File: src/rtl/i2c_pkg.sv
// Shared definitions for the I2C target: protocol state encoding and the R/W bit value.
package i2c_pkg;

  typedef enum logic [3:0] {
    ST_IDLE      = 4'd0,
    ST_ADDR      = 4'd1,
    ST_ADDR_ACK  = 4'd2,
    ST_PTR       = 4'd3,
    ST_PTR_ACK   = 4'd4,
    ST_WDATA     = 4'd5,
    ST_WDATA_ACK = 4'd6,
    ST_RDATA     = 4'd7,
    ST_RDATA_ACK = 4'd8,
    ST_WAIT_STOP = 4'd9
  } state_t;

  localparam logic I2C_RW_READ = 1'b1;

endpackage

File: src/rtl/i2c_line_filter.sv
// Conditions one open-drain bus line: 2-flop synchronizer, FILT_LEN-cycle glitch
// filter, and single-cycle rise/fall pulses aligned with the filtered level change.
module i2c_line_filter #(
  parameter int FILT_LEN = 3
) (
  input  logic i_clk,
  input  logic i_rst,
  input  logic i_line,
  output logic o_level,
  output logic o_rise,
  output logic o_fall
);

  localparam int CW = $clog2(FILT_LEN + 1);

  logic [1:0]    r_sync;
  logic          r_level;
  logic [CW-1:0] r_cnt;
  logic          r_rise;
  logic          r_fall;

  // Idle bus lines float high, so every stage resets to 1 to avoid a phantom edge.
  always_ff @(posedge i_clk or posedge i_rst) begin
    if (i_rst) begin
      r_sync  <= 2'b11;
      r_level <= 1'b1;
      r_cnt   <= '0;
      r_rise  <= 1'b0;
      r_fall  <= 1'b0;
    end else begin
      // NOTE: every flop here uses <= so all stages see the pre-edge values of their neighbours.
      r_sync <= {r_sync[0], i_line};
      r_rise <= 1'b0;
      r_fall <= 1'b0;
      if (r_sync[1] == r_level) begin
        r_cnt <= '0;
      end else if (r_cnt == CW'(FILT_LEN - 1)) begin
        r_level <= r_sync[1];
        r_cnt   <= '0;
        r_rise  <= r_sync[1];
        r_fall  <= ~r_sync[1];
      end else begin
        r_cnt <= r_cnt + CW'(1);
      end
    end
  end

  assign o_level = r_level;
  assign o_rise  = r_rise;
  assign o_fall  = r_fall;

endmodule

File: src/rtl/i2c_target.sv
// I2C target exposing NREGS byte registers: pointer byte then data on write,
// auto-incrementing reads; never stretches SCL and drives SDA open-drain only.
module i2c_target
  import i2c_pkg::*;
#(
  parameter logic [6:0] ADDR     = 7'h42,
  parameter int         NREGS    = 4,
  parameter int         FILT_LEN = 3,
  localparam int        PW       = $clog2(NREGS)
) (
  input  logic          CLK,
  input  logic          RST,
  input  logic          SCL,
  input  logic          SDA_IN,
  output logic          SDA_OE,
  input  logic [PW-1:0] HOST_ADDR,
  output logic [7:0]    HOST_RDATA,
  output logic          WR_STB,
  output logic [PW-1:0] WR_IDX,
  output logic [7:0]    WR_DATA,
  output logic          BUSY
);

  logic w_scl, w_scl_rise, w_scl_fall;
  logic w_sda, w_sda_rise, w_sda_fall;

  i2c_line_filter #(.FILT_LEN(FILT_LEN)) u_scl_filt (
    .i_clk  (CLK),
    .i_rst  (RST),
    .i_line (SCL),
    .o_level(w_scl),
    .o_rise (w_scl_rise),
    .o_fall (w_scl_fall)
  );

  i2c_line_filter #(.FILT_LEN(FILT_LEN)) u_sda_filt (
    .i_clk  (CLK),
    .i_rst  (RST),
    .i_line (SDA_IN),
    .o_level(w_sda),
    .o_rise (w_sda_rise),
    .o_fall (w_sda_fall)
  );

  state_t        r_state;
  logic [7:0]    r_shift;
  logic [2:0]    r_bitcnt;
  logic [PW-1:0] r_ptr;
  logic [7:0]    r_regs [NREGS];
  logic          r_sda_oe;
  logic          r_busy;
  logic          r_rw;
  logic          r_wr_stb;
  logic [PW-1:0] r_wr_idx;
  logic [7:0]    r_wr_data;

  logic          w_start;
  logic          w_stop;
  logic [7:0]    w_byte;
  logic          w_last;
  logic [PW-1:0] w_ptr_next;

  assign w_start    = w_sda_fall & w_scl;
  assign w_stop     = w_sda_rise & w_scl;
  assign w_byte     = {r_shift[6:0], w_sda};
  assign w_last     = (r_bitcnt == 3'd7);
  assign w_ptr_next = r_ptr + PW'(1);

  // ACK states: the fall ending bit 8 pulls SDA, the rise of bit 9 moves on, and the
  // following state's first SCL fall releases (or drives the next read bit).
  always_ff @(posedge CLK or posedge RST) begin
    if (RST) begin
      r_state   <= ST_IDLE;
      r_shift   <= '0;
      r_bitcnt  <= '0;
      r_ptr     <= '0;
      r_sda_oe  <= 1'b0;
      r_busy    <= 1'b0;
      r_rw      <= 1'b0;
      r_wr_stb  <= 1'b0;
      r_wr_idx  <= '0;
      r_wr_data <= '0;
      // NOTE: the bank is small and architecturally reset to zero, so it is built from flops, not RAM.
      for (int i = 0; i < NREGS; i++) r_regs[i] <= '0;
    end else begin
      r_wr_stb <= 1'b0;
      if (w_stop) begin
        r_state  <= ST_IDLE;
        r_sda_oe <= 1'b0;
        r_busy   <= 1'b0;
      end else if (w_start) begin
        r_state  <= ST_ADDR;
        r_bitcnt <= '0;
        r_sda_oe <= 1'b0;
        r_busy   <= 1'b0;
      end else begin
        case (r_state)
          ST_ADDR: begin
            if (w_scl_rise) begin
              r_shift  <= w_byte;
              r_bitcnt <= r_bitcnt + 3'd1;
              if (w_last) begin
                if (w_byte[7:1] == ADDR) begin
                  r_state <= ST_ADDR_ACK;
                  r_busy  <= 1'b1;
                  r_rw    <= w_byte[0];
                end else begin
                  r_state <= ST_WAIT_STOP;
                end
              end
            end
          end
          ST_ADDR_ACK: begin
            if (w_scl_fall) begin
              r_sda_oe <= 1'b1;
            end else if (w_scl_rise) begin
              r_bitcnt <= '0;
              if (r_rw == I2C_RW_READ) begin
                r_shift <= r_regs[r_ptr];
                r_state <= ST_RDATA;
              end else begin
                r_state <= ST_PTR;
              end
            end
          end
          ST_PTR: begin
            if (w_scl_fall) r_sda_oe <= 1'b0;
            if (w_scl_rise) begin
              r_shift  <= w_byte;
              r_bitcnt <= r_bitcnt + 3'd1;
              if (w_last) begin
                r_ptr   <= w_byte[PW-1:0];
                r_state <= ST_PTR_ACK;
              end
            end
          end
          ST_PTR_ACK, ST_WDATA_ACK: begin
            if (w_scl_fall) begin
              r_sda_oe <= 1'b1;
            end else if (w_scl_rise) begin
              r_bitcnt <= '0;
              r_state  <= ST_WDATA;
            end
          end
          ST_WDATA: begin
            if (w_scl_fall) r_sda_oe <= 1'b0;
            if (w_scl_rise) begin
              r_shift  <= w_byte;
              r_bitcnt <= r_bitcnt + 3'd1;
              if (w_last) begin
                r_regs[r_ptr] <= w_byte;
                r_wr_stb      <= 1'b1;
                r_wr_idx      <= r_ptr;
                r_wr_data     <= w_byte;
                r_ptr         <= w_ptr_next;
                r_state       <= ST_WDATA_ACK;
              end
            end
          end
          ST_RDATA: begin
            if (w_scl_fall) begin
              r_sda_oe <= ~r_shift[7];
              r_shift  <= {r_shift[6:0], 1'b0};
            end else if (w_scl_rise) begin
              r_bitcnt <= r_bitcnt + 3'd1;
              if (w_last) r_state <= ST_RDATA_ACK;
            end
          end
          ST_RDATA_ACK: begin
            if (w_scl_fall) begin
              r_sda_oe <= 1'b0;
            end else if (w_scl_rise) begin
              r_ptr <= w_ptr_next;
              if (!w_sda) begin
                r_shift  <= r_regs[w_ptr_next];
                r_bitcnt <= '0;
                r_state  <= ST_RDATA;
              end else begin
                r_state <= ST_WAIT_STOP;
              end
            end
          end
          default: ;
        endcase
      end
    end
  end

  // Gating with RST lets the pin release in the same delta the reset arrives.
  assign SDA_OE     = r_sda_oe & ~RST;
  assign HOST_RDATA = r_regs[HOST_ADDR];
  assign WR_STB     = r_wr_stb;
  assign WR_IDX     = r_wr_idx;
  assign WR_DATA    = r_wr_data;
  assign BUSY       = r_busy;

endmodule

File: config.mk
export PLATFORM = sky130hd
export DESIGN_NAME = i2c_target
export DESIGN_NICKNAME = d
export VERILOG_FILES = /design/src/rtl/i2c_pkg.sv /design/src/rtl/i2c_line_filter.sv /design/src/rtl/i2c_target.sv
export SDC_FILE = /design/constraint.sdc
export NUM_CORES = 1
export LEC_CHECK = 0
export BUFFER_PORTS_ARGS = -buffer_cell sky130_fd_sc_hd__buf_2
export CAP_MARGIN = 30
export CORE_ASPECT_RATIO = 2
export CORE_UTILIZATION = 43
export CTS_CLUSTER_DIAMETER = 50
export CTS_CLUSTER_SIZE = 12
export DETAILED_ROUTE_END_ITERATION = 16
export GPL_ROUTABILITY_DRIVEN = 0
export GPL_TIMING_DRIVEN = 0
export HOLD_SLACK_MARGIN = 0.05
export PLACE_DENSITY = 0.67
export SETUP_SLACK_MARGIN = 0.3
export SKIP_LAST_GASP = 1
export SLEW_MARGIN = 20
export SYNTH_ARGS = -nofsm -noshare
export SYNTH_HDL_FRONTEND = slang
export SYNTH_SLANG_ARGS = --single-unit
export TNS_END_PERCENT = 50
File: constraint.sdc
create_clock -name CLK -period 6.31 [get_ports CLK]
set_clock_uncertainty 0.15 [all_clocks]
set_input_delay 0.3155 -clock CLK [delete_from_list [all_inputs] [get_ports CLK]]
set_output_delay 0.3155 -clock CLK [all_outputs]
set_load 0.02 [all_outputs]
==> metrics.csv <==
stage;metric;value;unit
final_layout;Non-Filler Instances;472;
routing;first-pass detailed-route iteration total;10;
logic_synthesis;Synthesized Nets;336;
sta;period utilization;60.6;%
final_layout;antenna cells;0;
power_and_ir_drop;maximum vdd ir drop;278;uV
logic_synthesis;ys async rst share;100;%
critical_path;crit path max fanout;10;
clock_network;root buffer cell;clkbuf_16;
global_route;pin count of the biggest net entering global routing;56;
clock_network;CTS max path bufs;2;
power_and_ir_drop;Leak;2.22;nW
final_layout;most common cell after layout, fill and taps aside;dfrtp_1;
placed_design;I/O Buffers;24;
final_layout;Filler cells;802;
routing;final wirelength;9.77;mm
logic_synthesis;Synth Cell Area;0.00414;mm^2
routing;drc violations;1;
logic_synthesis;cell taking the most area after synthesis;dfrtp_1;
placed_design;post-place setup slack;2.45;ns
sta;Max-slew headroom;45.9;%
critical_path;Worst Path Required;6.39;ns
logic_synthesis;Synth Area per Inst;12.8;um^2
clock_network;Clock Latency Late Sink;0.34;ns
sta;Hold Slack;0.206;ns
final_layout;final net count;375;
clock_network;CTS H-tree lvls;3;
global_route;number of global-route vias before repair;2997;
logic_synthesis;sequential area share after synthesis;46.7;%
global_route;initial antenna violation count;0;
logic_synthesis;synth unique cells;51;
clock_network;CTS tree;built;
run;total of max-cap violations;0;
floorplanning;Cell Rows;50;
final_layout;final instance area;0.00484;mm^2
critical_path;Critical Path Sink Type;flop;
routing;routed len/inst;20.7;um
clock_network;Num CTS Buffers;9;
logic_synthesis;top post-synthesis cells by area;dfrtp_1 43%, mux2_2 14%, mux4_2 13%, dfstp_2 3.8%, nand2_1 3.4%;
floorplanning;Die Height;141;um
routing;remaining antenna violation count;0;
power_and_ir_drop;PwrDens;366;mW/mm^2
logic_synthesis;synth warn;0;
final_layout;commonest cells after routing, fill and taps aside;71 x dfrtp_1, 53 x mux2_2, 37 x nand2_1;
routing;via count;2861;
final_layout;Multi-input gate area;0.00209;mm^2
routing;via/cell ratio;6.06;
global_route;grt ovf;0;
floorplanning;Die ar.;0.0100;mm^2
logic_synthesis;Synth Register Bits;77;
run_status;failing checks;design-rule violations;
final_layout;Post-Route Utilization;51.6;%
sta;Setup Viol. Count Final;0;
floorplanning;Die Width;71.4;um
sta;pins over their slew limit;0;
placed_design;hpwl dp;6.88;mm
floorplanning;Core Box Area;0.00938;mm^2
final_layout;share of layout cells above drive strength 1;38.9;%
run_status;outcome;finished, violations left;
placed_design;DP Cell Count;453;
sta;Final Critical Period;3.83;ns
final_layout;area grow syn2layout;16.9;%
sta;final setup margin;2.48;ns
min_path;Hold Path Class;reg2reg;
critical_path;Setup CP Type;reg2reg;
global_route;GRT Overall Usage;21.2;%
clock_network;Post-CTS Setup Bufs;0;
critical_path;Arrival @ worst endpoint;3.90;ns
logic_synthesis;Synth top area share;42.9;%
clock_network;CTS Sinks;77;
placed_design;placed cell area;0.00442;mm^2
floorplanning;Ports;27;
logic_synthesis;Mapped Cells;324;
power_and_ir_drop;Pwr Total;1.77;mW
floorplanning;Starting Density;44.1;%
logic_synthesis;Post-synth EDFFs;0;
sta;Fin Setup TNS;0;ns
clock_network;CTS clock-pin slew for the worst setup and hold paths;0.06;ns
logic_synthesis;top_reg_cell synth;dfrtp_1;
sta;unrepaired setup endpoints after global routing;false;
critical_path;CP Launch Type;flop;
global_route;first-pass GRT wire length;15.8;mm
routing;First DRT Iteration DRCs;184;
final_layout;Reg area;0.00193;mm^2
sta;Worst Max-Slew Pin Slew;0.811;ns
sta;count of final hold-check violations;0;
sta;f_max;0.261;GHz
==> sequential cells by signal, indices dropped and copies added, names as in the netlist, 2 cells and up <==
signal and flops:
u_scl_filt.r_cnt 2, r_state 4, u_scl_filt.r_sync 2, u_sda_filt.r_sync 2, r_bitcnt 3, WR_DATA 8
r_ptr 2, WR_IDX 2, u_sda_filt.r_cnt 2, r_regs 32, r_shift 8
==> kinds of logic after synthesis <==
group | after synthesis | synth area share (%)
xor gates and xnor gates | 1 | 0.212
muxes | 83 | 29.0
and+or+nand+nor | 81 | 10.5
DFF | 77 | 46.7
buffers and inverters | 27 | 2.90
AOI/OAI and AO/OA | 49 | 8.85
adders and majority gates | 6 | 1.81
==> where the power goes <==
group | switching, mW | total [mW] | leakage [nW] | internal, mW
Sequential | 0.0497 | 0.598 | 1.04 | 0.548
Combinational | 0.304 | 0.502 | 0.989 | 0.198
Clock | 0.203 | 0.670 | 0.187 | 0.467
==> critical path: stages (launching register included) <==
cell and delay [ns]:
dfrtp_1 0.43, buf_2 0.36, clkbuf_1 0.57, inv_1 0.16
ha_1 0.32, clkbuf_1 0.61, mux4_2 0.59, a22oi_1 0.17
nand2_1 0.08, mux2_2 0.26
==> cells in the mapped netlist (all sizes together), types with 5 or more instances <==
library cell / n
nand2: 37
o21ai: 5
nor2: 11
dfstp: 6
inv: 8
nand2b: 8
mux4: 24
mux2: 54
a21oi: 10
clkbuf: 11
a211oi: 6
dfrtp: 71
mux2i: 5
nor3: 5
buf: 8
ha: 6
a22oi: 7
==> final cells by class <==
class / instances / share of cell area [%]
Buffer: 19 / 1.86
Clock buffer: 10 / 4.73
Clock inverter: 6 / 3.28
Inverter: 8 / 0.672
Multi-Input combinational cell: 220 / 43.1
Sequential cell: 77 / 40.0
Tap cell: 104 / 2.69
Timing Repair Buffer: 28 / 3.67
==> per-layer routing <==
layer | part of all wire (%) | GRT usage, % | up-vias
li1 | - | - | 1288
met1 | 36 | 22.7 | 1465
met2 | 57 | 39.1 | 79
met3 | 3.4 | 3.79 | 29
met4 | 3.5 | 10.0 | 0
met5 | 0 | 0 | -
==> repair_timing <==
| action | 4_1_cts | 5_1_grt |
|---|---|---|
| hold endpoints to repair | 21 | 0 |
| hold buffers | 3 | 0 |
| resized for setup | 0 | 0 |
==> worst paths after layout <==
check | startpoint | endpoint | slack (ns) | cells past startpoint
max reg2reg | r_ptr[0] | r_shift[2] | 2.48 | 9
max | r_ptr[0] | r_shift[2] | 2.48 | 9
min in group asynchronous | RST | r_bitcnt[2] | 0.35 | 3
min reg2reg | u_scl_filt.r_sync[0] | u_scl_filt.r_sync[1] | 0.21 | 0
max in group asynchronous | RST | u_scl_filt.o_level | 5.04 | 4
min | u_scl_filt.r_sync[0] | u_scl_filt.r_sync[1] | 0.21 | 0
(Power assumes the default switching activity.)
